### src/rtl/barrel_shift_arbiter_if.sv
// barrel_shift_arbiter_if: two requester valid/ready channels and one id-tagged result channel.
interface barrel_shift_arbiter_if;
   logic       a_valid, a_ready, a_left;
   logic [7:0] a_d;
   logic [2:0] a_c;
   logic       b_valid, b_ready, b_left;
   logic [7:0] b_d;
   logic [2:0] b_c;
   logic       r_valid, r_ready, r_id;
   logic [7:0] r_q;
   modport master (
      output a_valid, a_d, a_c, a_left, b_valid, b_d, b_c, b_left, r_ready,
      input  a_ready, b_ready, r_valid, r_q, r_id
   );
   modport slave (
      input  a_valid, a_d, a_c, a_left, b_valid, b_d, b_c, b_left, r_ready,
      output a_ready, b_ready, r_valid, r_q, r_id
   );
endinterface

### src/rtl/barrel_shift_arbiter.sv
// barrel_shift_arbiter: round-robin sharing of one 8-bit rotate-right datapath between two requesters,
// with a single registered, id-tagged result slot.
module barrel_shift_arbiter #(
   parameter bit PRIO_INIT = 1'b0
) (
   input logic                   clk,
   input logic                   rst_n,
   barrel_shift_arbiter_if.slave bus
);
   typedef enum logic {EMPTY, FULL} state_t;
   state_t     state, state_nxt;
   logic       prio, slot_free, any, gnt, accept, left;
   logic [7:0] d, q;
   logic [2:0] c, amt;
   always_comb begin
      any       = bus.a_valid | bus.b_valid;
      gnt       = (bus.a_valid & bus.b_valid) ? prio : bus.b_valid;
      slot_free = (state == EMPTY) | bus.r_ready;
      accept    = rst_n & slot_free & any;
      bus.a_ready = accept & ~gnt;
      bus.b_ready = accept & gnt;
      d    = gnt ? bus.b_d : bus.a_d;
      c    = gnt ? bus.b_c : bus.a_c;
      left = gnt ? bus.b_left : bus.a_left;
      amt  = left ? 3'd0 - c : c;
   end
   // Left rotation by c is the right rotation by -c mod 8, so one mux column per bit suffices.
   for (genvar i = 0; i < 8; i++) begin : gen_rot
      assign q[i] = d[3'(i) + amt];
   end
   always_ff @(posedge clk or negedge rst_n)
      if (!rst_n) state <= EMPTY;
      else state <= state_nxt;
   always_comb
      state_nxt = accept ? FULL : (bus.r_ready ? EMPTY : state);
   always_comb
      bus.r_valid = (state == FULL);
   always_ff @(posedge clk or negedge rst_n)
      if (!rst_n) begin
         bus.r_q  <= 8'h00;
         bus.r_id <= 1'b0;
         prio     <= PRIO_INIT;
      end else if (accept) begin
         bus.r_q  <= q;
         bus.r_id <= gnt;
         prio     <= ~gnt;
      end
endmodule

### src/flat_wrapper.sv
// flat-port wrapper written by rule: the top's interface ports become plain ports
module barrel_shift_arbiter_flat 
#(
   parameter bit PRIO_INIT = 1'b0
)
  (clk, rst_n, bus_a_valid, bus_a_d, bus_a_c, bus_a_left, bus_b_valid, bus_b_d, bus_b_c, bus_b_left, bus_r_ready, bus_a_ready, bus_b_ready, bus_r_valid, bus_r_q, bus_r_id);
  barrel_shift_arbiter_if bus_i ();
  input logic clk;
  input logic rst_n;
  input wire logic [$bits(bus_i.a_valid)-1:0] bus_a_valid;
  input wire logic [$bits(bus_i.a_d)-1:0] bus_a_d;
  input wire logic [$bits(bus_i.a_c)-1:0] bus_a_c;
  input wire logic [$bits(bus_i.a_left)-1:0] bus_a_left;
  input wire logic [$bits(bus_i.b_valid)-1:0] bus_b_valid;
  input wire logic [$bits(bus_i.b_d)-1:0] bus_b_d;
  input wire logic [$bits(bus_i.b_c)-1:0] bus_b_c;
  input wire logic [$bits(bus_i.b_left)-1:0] bus_b_left;
  input wire logic [$bits(bus_i.r_ready)-1:0] bus_r_ready;
  output wire logic [$bits(bus_i.a_ready)-1:0] bus_a_ready;
  output wire logic [$bits(bus_i.b_ready)-1:0] bus_b_ready;
  output wire logic [$bits(bus_i.r_valid)-1:0] bus_r_valid;
  output wire logic [$bits(bus_i.r_q)-1:0] bus_r_q;
  output wire logic [$bits(bus_i.r_id)-1:0] bus_r_id;
  assign bus_i.a_valid = bus_a_valid;
  assign bus_i.a_d = bus_a_d;
  assign bus_i.a_c = bus_a_c;
  assign bus_i.a_left = bus_a_left;
  assign bus_i.b_valid = bus_b_valid;
  assign bus_i.b_d = bus_b_d;
  assign bus_i.b_c = bus_b_c;
  assign bus_i.b_left = bus_b_left;
  assign bus_i.r_ready = bus_r_ready;
  assign bus_a_ready = bus_i.a_ready;
  assign bus_b_ready = bus_i.b_ready;
  assign bus_r_valid = bus_i.r_valid;
  assign bus_r_q = bus_i.r_q;
  assign bus_r_id = bus_i.r_id;
  barrel_shift_arbiter #(.PRIO_INIT(PRIO_INIT)) u_core (.clk(clk), .rst_n(rst_n), .bus(bus_i));
endmodule
### config.mk
export PLATFORM = sky130hd
export DESIGN_NAME = barrel_shift_arbiter_flat
export DESIGN_NICKNAME = d
export VERILOG_FILES = /design/src/rtl/barrel_shift_arbiter_if.sv /design/src/rtl/barrel_shift_arbiter.sv /design/src/flat_wrapper.sv
export SDC_FILE = /design/constraint.sdc
export NUM_CORES = 1
export LEC_CHECK = 0
export ABC_AREA = 1
export CAP_MARGIN = 20
export CORE_UTILIZATION = 48
export DETAILED_ROUTE_END_ITERATION = 12
export PLACE_DENSITY_LB_ADDON = 0.05
export SYNTH_ARGS = -nofsm -noshare
export SYNTH_HDL_FRONTEND = slang
export SYNTH_SLANG_ARGS = --single-unit
### constraint.sdc
create_clock -name clk -period 2.9 [get_ports clk]
set_clock_uncertainty 0.1 [all_clocks]
set_input_delay 0.29 -clock clk [delete_from_list [all_inputs] [get_ports clk]]
set_output_delay 0.29 -clock clk [all_outputs]
set_load 0.01 [all_outputs]
# Word level (Yosys, flattened, before mapping)
# Index checks and enable logic that the tools add are counted.
[op_classes] n_addsub=8 order_cmp=8 n_mux=23 bitwise=9 reduce_logical=1
[op_table] cell="less-than comparator 3 x 4 -> 1 bit, second input constant" count=8
[op_table] cell="binary-select mux 1 bit (select 3 bit)" count=8
[op_table] cell="adder 3 bit, first input constant" count=4
[op_table] cell="2-to-1 mux 1 bit" count=12
[op_table] cell="2-to-1 mux 8 bit" count=1
[op_table] cell="adder 2 x 3 -> 3 bit, first input constant" count=2
[op_table] cell="2-to-1 mux 3 bit" count=2
[op_table] cell="AND 1 bit" count=5
[op_table] cell="adder 1 x 3 -> 3 bit, first input constant" count=1
[op_table] cell="subtractor 1 x 3 -> 3 bit, first input constant" count=1
[op_table] cell="inverter 1 bit" count=2
[op_table] cell="bitwise OR 1 bit" count=2
[op_table] cell="nonzero test 2 bit" count=1
[word_totals] ff_bits=11 output_inout_bits=12 word_cells=53

# Depth between registers and ports, before layout
[logic_depth] word_depth=8 ltp_mapped=16

# Worst setup path before layout
# OpenSTA, ideal clock, no wires.
[synth_path] path_kind="register -> register" start="reg u_core.prio" end="reg u_core.bus.r_q[5]" setup_time_ps=118 t_arrival_ps=1781 required_time_ps=2682 path_slack_ps=901 stages_incl_launch_ff=16 synth_period_minus_slack_ps=1999 path_cell_list="dfrtp_1 -> inv_2 -> nand2_2 -> nand2_2 -> buf_6 -> nand2_1 -> o21ai_2 -> inv_2 -> nand2_2 -> nand2_4 -> ha_1 -> inv_1 -> o21ai_0 -> nand3_1 -> nand3_1 -> nand2_1"
[synth_between] elab_chain_len=7
[synth_rtl] item="start: declaration" line_no="barrel_shift_arbiter.sv:12" source="logic prio, slot_free, any, gnt, accept, left;"
[synth_rtl] item="start signal: assignment" line_no="barrel_shift_arbiter.sv:46" source="prio <= ~gnt;"
[synth_rtl] item="2-to-1 mux 1 bit (*)" line_no="barrel_shift_arbiter.sv:17" source="gnt = (bus.a_valid & bus.b_valid) ? prio : bus.b_valid;"
[synth_rtl] item="2-to-1 mux 3 bit" line_no="barrel_shift_arbiter.sv:23" source="c = gnt ? bus.b_c : bus.a_c;"
[synth_rtl] item="subtractor 1 x 3 -> 3 bit" line_no="barrel_shift_arbiter.sv:25" source="amt = left ? 3'd0 - c : c;"
[synth_rtl] item="2-to-1 mux 3 bit" line_no="barrel_shift_arbiter.sv:25"
[synth_rtl] item="adder 3 bit" line_no="barrel_shift_arbiter.sv:29" source="assign q[i] = d[3'(i) + amt];"
[synth_rtl] item="binary-select mux 1 bit (select 3 bit) (*)" line_no="barrel_shift_arbiter.sv:29"
[synth_rtl] item="2-to-1 mux 1 bit (not written as such) (*)" line_no="barrel_shift_arbiter.sv:29"
[synth_rtl] item="end signal: assignment" line_no="barrel_shift_arbiter.sv:44" source="bus.r_q <= q;"
[synth_rtl] item="end: declaration" line_no="barrel_shift_arbiter_if.sv:17" source="output a_ready, b_ready, r_valid, r_q, r_id"
# Every way passes the cells marked *; elsewhere a longest branch is shown, timed or not. The select of a mux whose other input is x is not followed.
# A chain may end at the register's enable or synchronous reset.

# Worst setup path in the final report
[layout_path] start="in bus_b_valid" end="out bus_b_ready"
[layout_between] elab_chain_len=3
[layout_rtl] item="start: declaration" line_no="flat_wrapper.sv:14" source="input wire logic [$bits(bus_i.b_valid)-1:0] bus_b_valid;"
[layout_rtl] item="bitwise OR 1 bit / AND 1 bit (equally long branches)" line_no="barrel_shift_arbiter.sv:16, barrel_shift_arbiter.sv:17"
[layout_rtl] item="AND 1 bit / 2-to-1 mux 1 bit (equally long branches)" line_no="barrel_shift_arbiter.sv:19, barrel_shift_arbiter.sv:17"
[layout_rtl] item="AND 1 bit (*)" line_no="barrel_shift_arbiter.sv:21" source="bus.b_ready = accept & gnt;"
[layout_rtl] item="end: declaration" line_no="flat_wrapper.sv:20" source="output wire logic [$bits(bus_i.b_ready)-1:0] bus_b_ready;"
# Every way passes the cells marked *; elsewhere a longest branch is shown, timed or not.

==> results.md <==
* Status: completed
* Arrival time at the worst endpoint at 2090 ps
* H-tree depth at 1
* WP buf/inv at 4
* Post-synth EDFFs at 0
* Layout filler cell count at ~190
* DRT Pass-1 Iters at 4
* Clock root buffer: clkbuf_4
* Non-filler cells, final at about 260
* Clk_lat worst skew at between 200 and 300 ps
* Worst r2r src: u_core.prio
* Gr busiest metal: met2
* Tcrit/Tclk final at 0.8564
* Slew headroom at 0.7736
* Yosys top cell by area: nand2_1
* Sequential area share after synthesis at 0.2428
* Crit-path most repeated cell: clkdlybuf4s50_1
* Flop pwr share at 0.286
* Synthesized flop and latch total at 11
* Buffers on Ports at 40
* Reg clk slew, reported paths at about 80 ps
* Sink Count at 11
* Sw Share at 0.4046
* Avg Cell Area, Syn at about 5.9 um^2
* Row cnt at 17
* Post-synth top area share at 0.2748
* Layout cells sized above 1 at 0.1186
* GRT Util Overall at 0.2400
* Initial DRC Count at 25
* Synth Net Count at around 220
* Synth top area cells: nand2_1 (27%), dfrtp_1 (24%), nand3_1 (17%)
* First-pass GRT wire length at 4.878 mm
* N_diodes at 0
* Layout area overhead at 40.73%
* CP max stage cell: clkdlybuf4s50_1
* Reg-to-reg slack, setup at 560 ps
* Antenna Violating Nets Remaining at 0
* Final-stage net count at ~270
* M3 GR Usage at 0.04242
* PostCTS Resize Cnt at 0
* Combinational power share at 0.575
* Dpl hpwl at approximately 2.3 mm
* Critical Path Source: bus_b_valid
* Mapped cell area at around 1100 um^2
* Multi-input logic area at between 700 and 800 um^2
* Top-count cell post-synth: nand2_1
* Hold_buf cts at 0
* Drt wl/cell at approximately 10 um
* Commonest cells in the netlist: nand2_1 (83), nand3_1 (39), inv_1 (14)
* Slew Limit Fails at 0
* Total number of vias at between 1,000 and 1,500
* Distinct cell type count after synthesis at 20
* CP Launch Type: input pin
* Final worst slack at ~420 ps
* CP max stage delay at approximately 580 ps
* Minimum clock period at approximately 2500 ps
* Worst path top cell family by delay: buffers and inverters
* Via density at 5.045
* Overflow after GRT at 0
* Synth async-reset ratio at 1.000
* Critical path capture point type: output port
* Setup TNS at 0 ps
* Max Fclk at 402.6 MHz
* Core area at ~2200 um^2
* Number of buffers created by CTS at 3
* Min-delay worst type: input pin to asynchronous set/reset pin
* Max Cap Viol at 0
* M2 GR Usage at 0.4356
* CTS Buffer Depth at 2
* Postcts setup bufs at 0
* Die height at slightly above 50 um
* Final Hold Vio Count at 0
* TritonCTS clock tree: done
* Slew @ Worst Pin at about 340 ps
* Unrepaired setup endpoints after global routing: no
* Placed insts at 260
* Largest net degree at the start of global routing at 17
* Leakage at between 0.8 and 0.9 nW
* Grt met1 use at 0.3031
* Ys Warns at 0
* Clk network pwr share at 0.139
* Gpl congestion at just over 0.9
* CP cell instances: clkdlybuf4s50_1 -> buf_4 -> o21ai_0 -> nor2_2 -> inv_1 -> nor2_1 -> clkdlybuf4s50_1
* R2R cell count at 14
* Setup Slack @ Placement at approximately 180 ps
* Ports at 41
* Crit path kind: input pin to output port
* Vias in the first global route at 1,224
* DIE AREA at 2560 um^2
* Starting Density at 0.5124
* Syn Inst Count at approximately 190
* Sw power at 0.3091 mW
* Register area at 275.3 um^2
* Max FO, Critical Path at 8
* Ys flop type: dfrtp_1
* Drt drc at 0
* Total Wirelength at roughly 2.7 mm
* Die width at roughly 50 um
* Critical Path RT at 2510 ps
* Initial antenna violation count at 0
* PD cells at 478.9 nW/um^2
* Internal cell power at approximately 0.45 mW
* Setup violations, final at 0
* Maximum VDD drop at about 460 uV
* R2r endpoint: u_core.bus.r_q[5]
==> layout make-up <==
| type | instances | share of cell area |
|---|---|---|
| Clock buffer | 4 | 0.01647 |
| Inverter | 18 | 0.04235 |
| Multi-Input combinational cell | 157 | 0.4675 |
| Sequential cell | 11 | 0.1725 |
| Tap cell | 28 | 0.02196 |
| Timing Repair Buffer | 46 | 0.2792 |
==> layout by cell type, fill, tap and decap left out, types with 4 or more instances in the layout <==
| master | count |
|---|---|
| nand2_2 | 7 |
| nand3_1 | 39 |
| dfrtp_1 | 11 |
| nand2_4 | 4 |
| inv_2 | 4 |
| inv_1 | 14 |
| o21ai_0 | 10 |
| nand2_1 | 83 |
| buf_4 | 6 |
| clkdlybuf4s50_1 | 40 |
==> metrics by stage <==
| step | total power, mW | utilization | cell area (um^2) | hold WS, ps |
|---|---|---|---|---|
| 4_1_cts | 0.7691 | 0.7212 | 1595 | 307.2 |
| 5_1_grt | 0.8290 | 0.7212 | 1595 | 315.7 |
| 3_3_place_gp | 0.6443 | 0.7093 | 1569 | 365.9 |
| 6_report | 0.7639 | 0.7212 | 1595 | 306.1 |
| 2_1_floorplan | 0.4866 | - | 1134 | -105.6 |
| 3_5_place_dp | 0.6613 | 0.7093 | 1569 | 370.1 |
==> registers in the layout, summed over array words and instances (netlist names) <==
register	flops
u_core.bus.r_valid	1
u_core.bus.r_id	1
u_core.prio	1
u_core.bus.r_q	8
==> layer usage <==
metal,part of all wire,up-vias
met1,0.45,578
met2,0.50,50
li1,-,704
met4,0,0
met3,0.048,0
met5,0,-
==> power groups by stage <==
stage               clock network [mW]  logic (mW)  registers (mW)
floorplan                            0       0.246           0.240
global placement                     0       0.425           0.219
detailed placement                   0       0.439           0.222
CTS                              0.109       0.441           0.219
global route                     0.111       0.495           0.223
finish                           0.106       0.439           0.219
==> worst max path at each step <==
stage                        end  slack (ps)  cells after the start
6_report             bus_b_ready         420                      7
5_1_grt        u_core.bus.r_q[5]         220                     13
4_1_cts              bus_b_ready         420                      7
3_5_place_dp   u_core.bus.r_q[5]         180                     14
3_3_place_gp   u_core.bus.r_q[5]         300                     12
2_1_floorplan  u_core.bus.r_q[5]         900                     15
==> cells by family after synthesis <==
kind of cell / Yosys count / synth area share
AOI/OAI and AO/OA: 17 / 0.08168
adders and majority gates: 1 / 0.01104
buffers and inverters: 24 / 0.09933
DFF: 11 / 0.2428
and+or+nand+nor: 139 / 0.5651
(Power assumes the default switching activity.)
